==> config.mk <==
export PLATFORM = sky130hd
export DESIGN_NAME = spi_rx_sampler
export DESIGN_NICKNAME = d
export VERILOG_FILES = /design/src/rtl/spi_rx_sampler.sv
export SDC_FILE = /design/constraint.sdc
export NUM_CORES = 1
export LEC_CHECK = 0
export CORE_AREA = 5 5 66 68
export CTS_CLUSTER_SIZE = 12
export DETAILED_ROUTE_END_ITERATION = 10
export DIE_AREA = 0 0 71 73
export GPL_TIMING_DRIVEN = 1
export PLACE_DENSITY = 0.69
export SLEW_MARGIN = 20
export SYNTH_ARGS = -nofsm -noshare
export SYNTH_HDL_FRONTEND = slang
export SYNTH_SLANG_ARGS = --single-unit
==> constraint.sdc <==
create_clock -name clk -period 3.5 [get_ports clk]
set_clock_uncertainty 0.1 [all_clocks]
set_input_delay 0.525 -clock clk [delete_from_list [all_inputs] [get_ports clk]]
set_output_delay 0.525 -clock clk [all_outputs]
set_load 0.01 [all_outputs]
==> src/rtl/spi_rx_sampler.sv <==
// SPI receive stage: oversamples cs/sclk/mosi in the clk domain, rebuilds LSB-first frames
// and presents each completed word through a valid/ready output register.
module spi_rx_sampler #(
  parameter int unsigned DATA_W      = 12,
  parameter int unsigned SYNC_STAGES = 2
) (
  input  logic              clk,
  input  logic              rst,
  input  logic              cs,
  input  logic              sclk,
  input  logic              mosi,
  output logic [DATA_W-1:0] dout,
  output logic              dout_valid,
  input  logic              dout_ready,
  output logic              frame_err,
  output logic              overrun,
  output logic              busy
);

  localparam int unsigned CntW = $clog2(DATA_W + 1);
  localparam logic [CntW-1:0] CntFull = CntW'(DATA_W);

  typedef enum logic [1:0] {StIdle, StRecv, StDone} state_e;

  logic [SYNC_STAGES-1:0] cs_sync_q, sclk_sync_q, mosi_sync_q;
  logic                   cs_s, sclk_s, mosi_s;
  logic                   cs_d_q, sclk_d_q;
  logic                   rise, fall, cs_rise;

  state_e                 state_q, state_d;
  logic [CntW-1:0]        bit_cnt_q, bit_cnt_d;
  logic [DATA_W-1:0]      shift_q, shift_d;
  logic                   armed_q, armed_d;
  logic                   long_q, long_d;
  logic                   deliver;

  logic [DATA_W-1:0]      dout_q, dout_d;
  logic                   dout_valid_q, dout_valid_d;
  logic                   frame_err_q, frame_err_d;
  logic                   overrun_q, overrun_d;
  logic                   handshake;

  // Synchronisers reset to the idle bus levels so reset release creates no edges.
  always_ff @(posedge clk or negedge rst) begin
    if (!rst) begin
      cs_sync_q   <= '1;
      sclk_sync_q <= '0;
      mosi_sync_q <= '0;
      cs_d_q      <= 1'b1;
      sclk_d_q    <= 1'b0;
    end else begin
      cs_sync_q   <= {cs_sync_q[SYNC_STAGES-2:0], cs};
      sclk_sync_q <= {sclk_sync_q[SYNC_STAGES-2:0], sclk};
      mosi_sync_q <= {mosi_sync_q[SYNC_STAGES-2:0], mosi};
      cs_d_q      <= cs_s;
      sclk_d_q    <= sclk_s;
    end
  end

  assign cs_s    = cs_sync_q[SYNC_STAGES-1];
  assign sclk_s  = sclk_sync_q[SYNC_STAGES-1];
  assign mosi_s  = mosi_sync_q[SYNC_STAGES-1];
  assign rise    = sclk_s & ~sclk_d_q;
  assign fall    = ~sclk_s & sclk_d_q;
  assign cs_rise = cs_s & ~cs_d_q;

  always_comb begin
    state_d     = state_q;
    bit_cnt_d   = bit_cnt_q;
    shift_d     = shift_q;
    armed_d     = armed_q;
    long_d      = long_q;
    deliver     = 1'b0;
    frame_err_d = 1'b0;
    unique case (state_q)
      StIdle: begin
        bit_cnt_d = '0;
        armed_d   = 1'b0;
        long_d    = 1'b0;
        if (!cs_d_q) state_d = StRecv;
      end
      StRecv: begin
        // A fall only counts if its rise happened with cs already low.
        if (fall && armed_q) begin
          armed_d = 1'b0;
          if (bit_cnt_q < CntFull) begin
            shift_d   = {mosi_s, shift_q[DATA_W-1:1]};
            bit_cnt_d = bit_cnt_q + 1'b1;
          end else begin
            long_d = 1'b1;
          end
        end else if (rise && !cs_d_q) begin
          armed_d = 1'b1;
        end
        if (cs_rise) state_d = StDone;
      end
      StDone: begin
        if (bit_cnt_q == CntFull && !long_q) begin
          deliver = 1'b1;
        end else if (bit_cnt_q != '0) begin
          frame_err_d = 1'b1;
        end
        state_d = StIdle;
      end
      default: state_d = StIdle;
    endcase
  end

  assign handshake = dout_valid_q & dout_ready;

  always_comb begin
    dout_d       = dout_q;
    dout_valid_d = dout_valid_q;
    overrun_d    = 1'b0;
    if (deliver) begin
      if (!dout_valid_q || handshake) begin
        dout_d       = shift_q;
        dout_valid_d = 1'b1;
      end else begin
        overrun_d = 1'b1;
      end
    end else if (handshake) begin
      dout_valid_d = 1'b0;
    end
  end

  always_ff @(posedge clk or negedge rst) begin
    if (!rst) begin
      state_q      <= StIdle;
      bit_cnt_q    <= '0;
      shift_q      <= '0;
      armed_q      <= 1'b0;
      long_q       <= 1'b0;
      dout_q       <= '0;
      dout_valid_q <= 1'b0;
      frame_err_q  <= 1'b0;
      overrun_q    <= 1'b0;
    end else begin
      state_q      <= state_d;
      bit_cnt_q    <= bit_cnt_d;
      shift_q      <= shift_d;
      armed_q      <= armed_d;
      long_q       <= long_d;
      dout_q       <= dout_d;
      dout_valid_q <= dout_valid_d;
      frame_err_q  <= frame_err_d;
      overrun_q    <= overrun_d;
    end
  end

  assign dout       = dout_q;
  assign dout_valid = dout_valid_q;
  assign frame_err  = frame_err_q;
  assign overrun    = overrun_q;
  assign busy       = (state_q == StRecv);

endmodule

==> out/summary.txt <==
Outcome = finished, final reports clean
Core box area = 0.00380 mm2
Post-CTS Hold Fix Bufs = 0
Nets = 146
Seq/Total Area, Yosys = 0.629
Clock sinks = 43
CP Launch Type = register
Yosys top cell by area = dfrtp_1
Crit path launch = state_q[0]$_DFFE_PN0P_
Max Cap Viol = 0
Yosys warns = 0
Complex-gate fraction of the synthesized area = 0.0517
Root buffer cell = clkbuf_8
Post-synthesis mux area share = 0.175
CP Capture Type = output port
Seq cells post-synth = 43
Worst Hold Class = register to register
Layout cells sized above 1 = 0.281
Inserted Clock Buffers = 5
# Post-CTS Setup Buffers = 0
Iter 0 DRT Violations = 28
Clk buf depth = 2
Filler Cell Count = 332
Slew Limit Fails = 0
First-pass DRT Iterations = 4
First-pass GRT wire length = 4.60 mm
Largest net degree at the start of global routing = 44
Post-Syn Instances = 115
Register area = 0.00108 mm2
Fin crit period = 2180 ps
Vias/cell = 4.95
Worst vdd ir = 211 uV
Final worst slack = 1320 ps
Syn Std Cell Area = 0.00172 mm2
Synth Area in Simple Gates = 0.0918
N_diodes = 0
Worst-margin pin slew = 905 ps
ANT nets after route = 0
Largest family of logic cells by synthesized area = multiplexers
CP endpoint = busy
Die H = 73 um
PostCTS Resize Cnt = 0
Top FF cell, synth = dfrtp_1
Post-DP HPWL = 1.76 mm
Worst endpoint required time = 2870 ps
Final GP Congestion = 0.755
Total grt overflow = 0
Area grow syn2layout = 17.9%
Pleak = 0.000965 uW
Final Cycle Share = 0.622
# rows = 23
# H-tree levels = 2
Post-synth top cells = dfrtp_1 (40), mux2_2 (16), mux2_4 (8)
Synth area leaders = dfrtp_1 (58%), mux2_2 (10%), mux2_4 (7.0%)
Finish-stage setup viols = 0
Worst-Skew Late Latency = 290 ps
Async set-reset flop share out of synthesis = 1.00
Antenna violations before repair = 0
Worst r2r src = state_q[0]$_DFFE_PN0P_
R2R cell count = 3
Initial Util = 0.452
EDFF count, synth = 0
CTS tree = built
PortBufs = 21
Mapped Nets = 123
RSZ-0062 raised after global routing = no
Maximum achievable frequency = 459 MHz
Cell with the most instances after synthesis = dfrtp_1
Final hold violation count = 0
Vias = 935
Area share of the largest cell type after synthesis = 0.583
Global Route Usage Sum = 0.116
# IOs = 22
HP Start = mosi_sync_q[0]$_DFF_PN0_
Die ar. = 0.00518 mm2
Final TNS setup = 0 ps
Die width = 71 um
Flop-to-flop setup slack = 1480 ps
Multi-input gate area = 572 um2
Post-Synth XOR/XNOR Area = 0
Relative slew slack = 0.397
Adder-Cell Fraction of Synth Area = 0.0146
Total wire length = 2.59 mm
DRC errors left = 0
Cell variety after synth = 34
Vias in the first global route = 990
Mean Syn Cell Area = 14.9 um2
Setup Crit Path Kind = register to output port
Worst EP arrival = 1550 ps
FF-to-FF End = shift_q[8]$_DFFE_PN0P_
WL/cell = 13.7 um
Crit Path Max Fanout = 10
Pre-CTS setup slack = 1220 ps
PwrDens = 478 mW/mm2
Clock transition at the registers of the reported paths = 70 ps
[layout by cell type (no fill, tap or decap), types with 3 or more instances in the layout]
master	count
a21oi_1	3
clkbuf_8	6
clkdlybuf4s50_1	20
dfrtp_1	40
dfstp_2	3
inv_1	4
mux2_2	16
mux2_4	8
nand2b_1	3
nor2_1	6
o21ai_0	3
[state kept, by name, indices dropped and copies added, names as in the netlist]
| register | count |
|---|---|
| dout_valid | 1 |
| overrun | 1 |
| dout | 12 |
| mosi_sync_q | 2 |
| armed_q | 1 |
| sclk_sync_q | 2 |
| cs_sync_q | 2 |
| shift_q | 12 |
| long_q | 1 |
| frame_err | 1 |
| sclk_d_q | 1 |
| state_q | 2 |
| bit_cnt_q | 4 |
| cs_d_q | 1 |
[per-layer routing]
metal / share of wire / global-route usage / up-vias / wire [um]
li1: - / - / 445 / -
met1: 0.44 / 0.134 / 467 / 1150
met2: 0.49 / 0.186 / 17 / 1260
met3: 0.050 / 0.0523 / 6 / 130
met4: 0.018 / 0.0501 / 0 / 46
met5: 0 / 0 / - / 0
[how the worst min path moves through the flow]
| stage | end | depth (start not counted) |
|---|---|---|
| 2_1_floorplan | armed_q$_DFFE_PN0P_ | 0 |
| 3_3_place_gp | sclk_sync_q[1]$_DFF_PN0_ | 0 |
| 3_5_place_dp | mosi_sync_q[1]$_DFF_PN0_ | 0 |
| 4_1_cts | mosi_sync_q[1]$_DFF_PN0_ | 0 |
| 5_1_grt | mosi_sync_q[1]$_DFF_PN0_ | 0 |
| 6_report | mosi_sync_q[1]$_DFF_PN0_ | 0 |
[final cells by class]
class | count | area share
clock inverters | 1 | 0.00247
inverters | 4 | 0.00741
clock buffers | 7 | 0.0426
repair buffers | 21 | 0.101
multi-input cells | 63 | 0.282
well taps | 50 | 0.0309
flip-flops and latches | 43 | 0.533
[power by group]
part | internal [uW] | total [uW] | switching [uW]
Clock | 159 | 312 | 153
Combinational | 57.6 | 97.0 | 39.4
Sequential | 524 | 560 | 36.2
Total | 741 | 969 | 229
[critical path: stages, from the launching register on]
cell and delay, ps:
dfrtp_1 510, nor2b_4 210, clkdlybuf4s50_1 540
[cell families after synthesis]
family                   count (synthesis)
flip-flops                              43
multiplexers                            24
AND/OR/NAND/NOR                         24
adder cells (fa/ha/maj)                  2
AO/OA/AOI/OAI                           13
buffers and inverters                    9
[stage by stage]
stage	instance area [um2]	hold WS, ps	util	cells	power [uW]
2_1_floorplan	1720	129	-	115	639
3_3_place_gp	1930	233	0.509	181	661
3_5_place_dp	1930	235	0.509	181	668
4_1_cts	2030	252	0.533	189	985
5_1_grt	2030	262	0.533	189	1020
6_report	2030	249	0.533	189	969
Power figures use the tool's default switching activity.
